--- config.mk ---
export PLATFORM = sky130hd
export DESIGN_NAME = se_global_avg_pool
export DESIGN_NICKNAME = d
export VERILOG_FILES = /design/src/rtl/se_pkg.sv /design/src/rtl/se_gap_scaler.sv /design/src/rtl/se_global_avg_pool.sv
export SDC_FILE = /design/constraint.sdc
export NUM_CORES = 1
export LEC_CHECK = 0
export CAP_MARGIN = 20
export CORE_UTILIZATION = 45
export DETAILED_ROUTE_END_ITERATION = 8
export SLEW_MARGIN = 20
export SYNTH_ARGS = -nofsm -noshare
export SYNTH_HDL_FRONTEND = slang
export SYNTH_SLANG_ARGS = --single-unit
--- constraint.sdc ---
create_clock -name clk -period 18.7 [get_ports clk]
set_input_delay 3.74 -clock clk [delete_from_list [all_inputs] [get_ports clk]]
set_output_delay 3.74 -clock clk [all_outputs]
set_load 0.005 [all_outputs]
--- src/rtl/se_pkg.sv ---
// Shared types and elaboration-time helpers for the squeeze-excite global average pool.
package se_pkg;

  localparam int DEFAULT_DATA_WIDTH = 16;

  typedef enum logic [0:0] {
    ST_ACCUM = 1'b0,
    ST_EMIT  = 1'b1
  } pool_state_t;

  // round(2^16 / pixels), evaluated once at elaboration
  function automatic int calc_recip(input int pixels);
    return (32'sd65536 + (pixels / 32'sd2)) / pixels;
  endfunction

endpackage

--- src/rtl/se_gap_scaler.sv ---
// Turns a channel sum into its average: reciprocal multiply, round half up, saturate.
module se_gap_scaler #(
  parameter int DATA_WIDTH = 16,
  parameter int ACC_WIDTH  = 22,
  parameter int RECIP      = 1337
) (
  input  logic signed [ACC_WIDTH-1:0]  acc,
  output logic signed [DATA_WIDTH-1:0] avg
);

  // Headroom for the 17-bit reciprocal plus the rounding add
  localparam int PW = ACC_WIDTH + 19;
  localparam logic signed [PW-1:0] RECIP_EXT = PW'(RECIP);
  localparam logic signed [PW-1:0] HALF      = PW'(32768);
  localparam logic signed [PW-1:0] MAX_V = {{(PW-DATA_WIDTH+1){1'b0}}, {(DATA_WIDTH-1){1'b1}}};
  localparam logic signed [PW-1:0] MIN_V = {{(PW-DATA_WIDTH+1){1'b1}}, {(DATA_WIDTH-1){1'b0}}};

  logic signed [PW-1:0] product_s;
  logic signed [PW-1:0] rounded_s;

  // Scale, round and clamp into the output range
  always_comb begin
    product_s = PW'(acc) * RECIP_EXT;
    rounded_s = (product_s + HALF) >>> 16;
    if (rounded_s > MAX_V) begin
      avg = MAX_V[DATA_WIDTH-1:0];
    end else if (rounded_s < MIN_V) begin
      avg = MIN_V[DATA_WIDTH-1:0];
    end else begin
      avg = rounded_s[DATA_WIDTH-1:0];
    end
  end

endmodule

--- src/rtl/se_global_avg_pool.sv ---
// Global average pool over an HxW feature map, channel-interleaved in, one average per channel out.
module se_global_avg_pool
  import se_pkg::*;
#(
  parameter int DATA_WIDTH = DEFAULT_DATA_WIDTH,
  parameter int CHANNELS   = 16,
  parameter int HEIGHT     = 7,
  parameter int WIDTH      = 7
) (
  input  logic                         clk,
  input  logic                         rst,
  input  logic signed [DATA_WIDTH-1:0] in_data,
  input  logic                         in_valid,
  output logic                         in_ready,
  output logic signed [DATA_WIDTH-1:0] out_data,
  output logic                         out_valid,
  input  logic                         out_ready,
  output logic                         out_last
);

  localparam int PIXELS    = HEIGHT * WIDTH;
  localparam int ACC_WIDTH = DATA_WIDTH + $clog2(PIXELS);
  localparam int RECIP     = calc_recip(PIXELS);
  localparam int CH_W      = (CHANNELS > 1) ? $clog2(CHANNELS) : 1;
  localparam int PIX_W     = (PIXELS > 1) ? $clog2(PIXELS) : 1;
  localparam logic [CH_W-1:0]  CH_LAST  = CH_W'(CHANNELS - 1);
  localparam logic [PIX_W-1:0] PIX_LAST = PIX_W'(PIXELS - 1);

  pool_state_t                  state_r;
  logic signed [ACC_WIDTH-1:0]  acc_r [CHANNELS];
  logic [CH_W-1:0]              ch_idx_r;
  logic [PIX_W-1:0]             pix_cnt_r;
  logic [CH_W-1:0]              out_ch_r;
  logic                         in_ready_r;
  logic                         out_valid_r;
  logic                         out_last_r;
  logic signed [DATA_WIDTH-1:0] out_data_r;

  logic                         accept_s;
  logic signed [ACC_WIDTH-1:0]  sum_s;
  logic [CH_W-1:0]              next_ch_s;
  logic [CH_W-1:0]              rd_idx_s;
  logic signed [ACC_WIDTH-1:0]  scale_in_s;
  logic signed [DATA_WIDTH-1:0] scaled_s;

  // Single shared adder and the read port feeding the scaler
  always_comb begin
    accept_s  = in_valid && in_ready_r && (state_r == ST_ACCUM);
    sum_s     = acc_r[ch_idx_r] + ACC_WIDTH'(in_data);
    next_ch_s = out_ch_r + 1'b1;
    if (state_r == ST_EMIT) begin
      rd_idx_s = next_ch_s;
    end else begin
      rd_idx_s = '0;
    end
    // With one channel, channel 0 is still being written on the final accept
    if (accept_s && (ch_idx_r == rd_idx_s)) begin
      scale_in_s = sum_s;
    end else begin
      scale_in_s = acc_r[rd_idx_s];
    end
  end

  se_gap_scaler #(
    .DATA_WIDTH(DATA_WIDTH),
    .ACC_WIDTH (ACC_WIDTH),
    .RECIP     (RECIP)
  ) u_scaler (
    .acc(scale_in_s),
    .avg(scaled_s)
  );

  // Pool FSM: accumulate a full frame, then emit one average per channel
  always_ff @(posedge clk or negedge rst) begin
    if (!rst) begin
      state_r     <= ST_ACCUM;
      ch_idx_r    <= '0;
      pix_cnt_r   <= '0;
      out_ch_r    <= '0;
      in_ready_r  <= 1'b0;
      out_valid_r <= 1'b0;
      out_last_r  <= 1'b0;
      out_data_r  <= '0;
      for (int i = 0; i < CHANNELS; i++) begin
        acc_r[i] <= '0;
      end
    end else begin
      case (state_r)
        ST_ACCUM: begin
          in_ready_r <= 1'b1;
          if (accept_s) begin
            acc_r[ch_idx_r] <= sum_s;
            if (ch_idx_r == CH_LAST) begin
              ch_idx_r <= '0;
              if (pix_cnt_r == PIX_LAST) begin
                pix_cnt_r   <= '0;
                state_r     <= ST_EMIT;
                in_ready_r  <= 1'b0;
                out_valid_r <= 1'b1;
                out_data_r  <= scaled_s;
                out_last_r  <= (CHANNELS == 1);
                out_ch_r    <= '0;
              end else begin
                pix_cnt_r <= pix_cnt_r + 1'b1;
              end
            end else begin
              ch_idx_r <= ch_idx_r + 1'b1;
            end
          end
        end
        ST_EMIT: begin
          if (out_ready) begin
            if (out_last_r) begin
              state_r     <= ST_ACCUM;
              in_ready_r  <= 1'b1;
              out_valid_r <= 1'b0;
              out_last_r  <= 1'b0;
              out_data_r  <= '0;
              out_ch_r    <= '0;
              ch_idx_r    <= '0;
              pix_cnt_r   <= '0;
              for (int i = 0; i < CHANNELS; i++) begin
                acc_r[i] <= '0;
              end
            end else begin
              out_ch_r   <= next_ch_s;
              out_data_r <= scaled_s;
              out_last_r <= (next_ch_s == CH_LAST);
            end
          end
        end
        default: begin
          state_r     <= ST_ACCUM;
          in_ready_r  <= 1'b0;
          out_valid_r <= 1'b0;
          out_last_r  <= 1'b0;
        end
      endcase
    end
  end

  assign in_ready  = in_ready_r;
  assign out_valid = out_valid_r;
  assign out_last  = out_last_r;
  assign out_data  = out_data_r;

endmodule

==> metrics.txt, run 1 <==
prevailing post-synth register cell=dfrtp_1; CTS tree=built; initial antenna violation count=0; Yosys top cell by area=dfrtp_1; area delta synth->final=10.8%; status=finished clean; Final period util=0.661; first-pass GRT wire length=~130000 um; top-area cell type share of the netlist area=0.379; H-tree levels=2; total CTS buffers=46; register area share after synthesis=0.379; synthesized net count=2657; Fillers=between 4000 and 5000; antenna fix cells=0; skew final=around 0.025 ns; top cells by count, synth=dfrtp_1, nand2_1, o21ai_0; CP max-delay cell=nand4_1; clock-pin slew on the worst setup and hold paths=0.06 ns; drt total wl=85000 um; WL/cell=roughly 27 um; clk_lat worst skew=around 0.60 ns; largest cells by area after synthesis=dfrtp_1, mux4_2, ha_1; mapped cell area=about 0.025 sq mm; #FFs+latches synth=around 390; CP max stage delay=0.64 ns; Max Root-Sink Buffers=3; Max Freq=between 80 and 90 MHz; post-layout min period=around 12 ns; M3 GR Usage=0.0687; Via Count=roughly 20000; Final Wtd Congestion=about 0.9; Worst R2R Path Depth=35; hold crit path type=reg2reg; RSZ-0062 raised after global routing=false; Startpoint Class=input port; layout cells sized above 1=0.135; # hold bufs at CTS=0; vias in the first global route=a little over 20000; CP Capture Type=flip-flop; largest net degree at the start of global routing=approximately 110; vias per cell=approximately 6.5; final setup violation count=0; hold depth=1; TNS Setup=0 ns; Total GRT Usage=0.303; Worst Tran Pin Value=around 1.1 ns; Max Slew Vio Count=0; kind of critical path=in2reg; routing usage on met1=0.404; Sink Count=386; number of port buffers=38; Chip Height=between 200 and 250 um; CTS root buf=clkbuf_16; Avg Inst Size Synth=10.5 sq um; 1st-iter DRT viols=about 2100; hold_ws=between 0.4 and 0.5 ns; critical path peak fanout=18; met2 Track Usage GR=0.478; First-pass DRT Iterations=7; # Post-CTS Setup Buffers=0; most common cell in the netlist=dfrtp_1; NumNets Final=about 2600; die area=about 0.058 sq mm; Worst path most repeated cell=fa_1; Synth async-reset ratio=1.00; row cnt=86; final hold violations=0; Rel. slew slack=0.287; CORE AREA=roughly 0.056 sq mm; antenna viol nets, final=0; dpl hpwl=around 55000 um; number of remaining DRC errors=0; Post-synth EDFFs=0; required time of the critical path=19.21 ns; Initial Util=0.459; gr ovfl total=0; post-cts repair resize count=0; most crowded layer after global routing=met2; max-cap violations=0; synthesized instance count=about 2400; die boundary width=240 um; Synth cell types=~80; CP Data Arrival Time=between 10 and 15 ns; yosys warns=0; Boundary Pins=39
## path summary, 6_finish.rpt
check                                   from            to  slack, ns
worst min-delay path            out_data[15]  out_data[15]       0.49
worst min register to register  out_data[15]  out_data[15]       0.49
min in group asynchronous                rst    acc_r[242]       3.25
worst max-delay path              in_data[0]   out_data[3]       6.34
worst max register to register   ch_idx_r[1]   out_data[3]       7.16
max in group asynchronous                rst    acc_r[324]      13.30
## logic make-up after synthesis
logic type      share of synthesized area
fa+ha+maj                           0.129
flops                               0.379
simple gates                       0.0981
compound gates                      0.184
mux                                 0.139
other cells                      0.000147
buf+inv                            0.0539
xor+xnor                           0.0164
## flip-flops by register name, summed over array words and instances, names as in the netlist
name / count
state_r: 1
out_valid: 1
acc_r: 352
out_last: 1
in_ready: 1
ch_idx_r: 4
out_data: 16
pix_cnt_r: 6
out_ch_r: 4
## routing by layer
metal	wire, um	vias up	part of all wire
met5	0	-	0
met4	3150	0	0.037
met3	8660	219	0.10
met2	39400	1141	0.46
met1	33800	10300	0.40
li1	-	8767	-
## critical path: cells and delay by family
| family | cells | cell delay [ns] |
|---|---|---|
| AO/OA/AOI/OAI | 13 | 3.38 |
| adder cells (fa/ha/maj) | 8 | 3.39 |
| buffers and inverters | 4 | 0.63 |
| AND/OR/NAND/NOR | 6 | 1.72 |
## metrics by stage
step | worst slack, ns | util | area, sq um | instances
floorplan | 7.35 | - | 25500 | 2421
global placement | 6.10 | 0.480 | 26700 | 3080
detailed placement | 5.91 | 0.480 | 26700 | 3080
CTS | 6.50 | 0.509 | 28200 | 3164
global route | 5.85 | 0.509 | 28200 | 3164
finish | 6.34 | 0.509 | 28200 | 3164
## layout make-up
class	count	area (sq um)	area share
timing repair buffer	96	837	0.0296
clock inverter	19	234	0.00828
clock buffer	65	1340	0.0475
tap	748	936	0.0331
sequential	386	9670	0.342
inverter	167	629	0.0223
multi-input combinational	1683	14600	0.517
## cell usage in the layout, fill, tap and decap left out, types with 15 or more instances in the layout
cell type        synthesis  final
a311oi_1                29     29
and3_1                  18     18
nand2_1                341    341
fa_1                    78     78
a211oi_1                34     34
inv_1                  164    164
dfrtp_1                386    382
ha_1                   138    137
nor3_1                  16     16
o21ai_0                242    241
nor2_1                  53     53
clkdlybuf4s50_1          0     37
xor2_1                  26     25
mux4_2                 145    145
o221ai_1                23     23
nand3_1                 59     59
mux2i_1                 24     24
a22o_1                 165    165
a21o_1                  18     18
buf_4                    2     56
and2_1                  24     24
a221o_1                 15     15
a21oi_1                 50     43
xnor2_1                 20     18
clkbuf_16                0     46
o22ai_1                 21     21
Power of run 1 is left out: the tool's default activity adds up to more than one toggle a clock period on the data nets, which glitch-free logic cannot reach.
==> inputs of run 2 (changes only) <==
- clock period: 18.7 -> 11.3 ns (I/O delays scaled with it)
==> metrics.txt, run 2 (same netlist as run 1, synthesis figures left out) <==
status=finished clean; max reg flops=352 (unchanged); CP max-delay cell=dfrtp_4; Max Freq=approximately 96 MHz; required time of the critical path=11.81 ns (-7.40 ns); delay-heaviest family, CP=compound AO/OA/AOI/OAI gates; Final period util=0.925; CP max stage delay=0.86 ns (+0.22 ns); Initial Util=0.459 (unchanged); Via Count=20200 (-1.1%); r2r startpoint=ch_idx_r[1]; Top reg by flops=acc_r; Max Slew Vio Count=0 (unchanged); WP buf/inv=5 (+1); max-cap violations=0 (unchanged); hold crit path type=reg2reg; H-tree levels=2 (unchanged); Chip Height=240 um (unchanged); vias in the first global route=20600 (-0.91%); CP Capture Type=flip-flop; hold path start=out_ch_r[3]; Worst path most repeated cell=ha_1; 1st-iter DRT viols=1894 (-9.9%); Startpoint Class=flip-flop; drt total wl=83400 um (-1.8%); commonest non-fill, non-tap cell in the layout=dfrtp_1; number of port buffers=38 (unchanged); met2 Track Usage GR=0.482 (+0.00359); area delta synth->final=11.5%; antenna viol nets, final=0 (unchanged); die boundary width=240 um (unchanged); routing usage on met1=0.387 (-0.0169); layout cells sized above 1=0.140 (+0.00504); die area=0.0576 sq mm (unchanged); row cnt=86 (unchanged); CORE AREA=0.0555 sq mm (unchanged); number of remaining DRC errors=0 (unchanged); post-layout min period=roughly 10 ns; largest net degree at the start of global routing=166 (+52%); gr ovfl total=0 (unchanged); dpl hpwl=56100 um (+1.7%); clk_lat worst skew=0.60 ns (about the same); Sink Count=386 (unchanged); WL/cell=26.3 um (-2.2%); initial antenna violation count=1 (+1); critical path peak fanout=41 (+23); Worst Tran Pin Value=1.17 ns (+0.110 ns); final setup violation count=0 (unchanged); CP Data Arrival Time=10.96 ns (-1.91 ns); TNS Setup=0 ns (unchanged); Final Wtd Congestion=0.944 (+7.7%); crit path from=ch_idx_r[1]; clock-pin slew on the worst setup and hold paths=0.06 ns (about the same); Total GRT Usage=0.296 (-0.00666); Boundary Pins=39 (unchanged); M3 GR Usage=0.0739 (+0.00528); total CTS buffers=45 (-2.2%); most crowded layer after global routing=met2; first-pass GRT wire length=128000 um (-1.7%); final hold violations=0 (unchanged); Max Root-Sink Buffers=3 (unchanged); # hold bufs at CTS=0 (unchanged); commonest non-fill, non-tap cells in the layout=dfrtp_1, nand2_1, o21ai_0, a22o_1, inv_1; post-cts repair resize count=0 (unchanged); NumNets Final=2629 (+0.50%); CTS root buf=clkbuf_16; Rel. slew slack=0.200 (-0.0871); RSZ-0062 raised after global routing=false; skew final=0.0262 ns (+0.00123 ns); kind of critical path=reg2reg; First-pass DRT Iterations=7 (unchanged); antenna fix cells=0 (unchanged); CTS tree=built; # Post-CTS Setup Buffers=0 (unchanged); vias per cell=6.37 (-1.5%)
-- run 2: worst paths after layout --
check	cells after the start	slack (ns)	end
max in group asynchronous	3	7.38	out_ch_r[0]
setup / recovery	35	0.85	out_data[0]
hold / removal	2	0.50	out_ch_r[3]
setup reg to reg	35	0.85	out_data[0]
hold reg to reg	2	0.50	out_ch_r[3]
min in group asynchronous	1	1.68	acc_r[330]
-- run 2: final cells by class --
type | count | area, sq um
Clock buffer | 62 | 1300
Clock inverter | 21 | 345
Fill cell | 4927 | 27100
Inverter | 167 | 629
Multi-Input combinational cell | 1683 | 14600
Sequential cell | 386 | 9670
Tap cell | 748 | 936
Timing Repair Buffer | 110 | 963
-- run 2: per-stage QoR --
step	util	hold slack [ns]	cells	instance area, sq um	setup slack, ns
after CTS	0.512	0.498	3176	28400	0.925
after global routing	0.512	0.519	3177	28400	0.332
final	0.512	0.501	3177	28400	0.848
after global placement	0.482	0.471	3092	26800	0.692
after floorplan	-	0.458	2421	25500	1.19
after detailed placement	0.482	0.483	3093	26800	0.379
-- run 2: worst min-delay path: cells and delay by family, from the launching register on --
family / cells / cell delay, ns
flip-flops: 1 / 0.35
AO/OA/AOI/OAI: 1 / 0.06
AND/OR/NAND/NOR: 1 / 0.06
-- run 2: layer usage --
layer,share of wire,wire length [um]
met1,0.40,33100
met2,0.47,39500
met3,0.099,8280
met4,0.030,2510
met5,0,0
Power of run 2 is left out for the same reason.
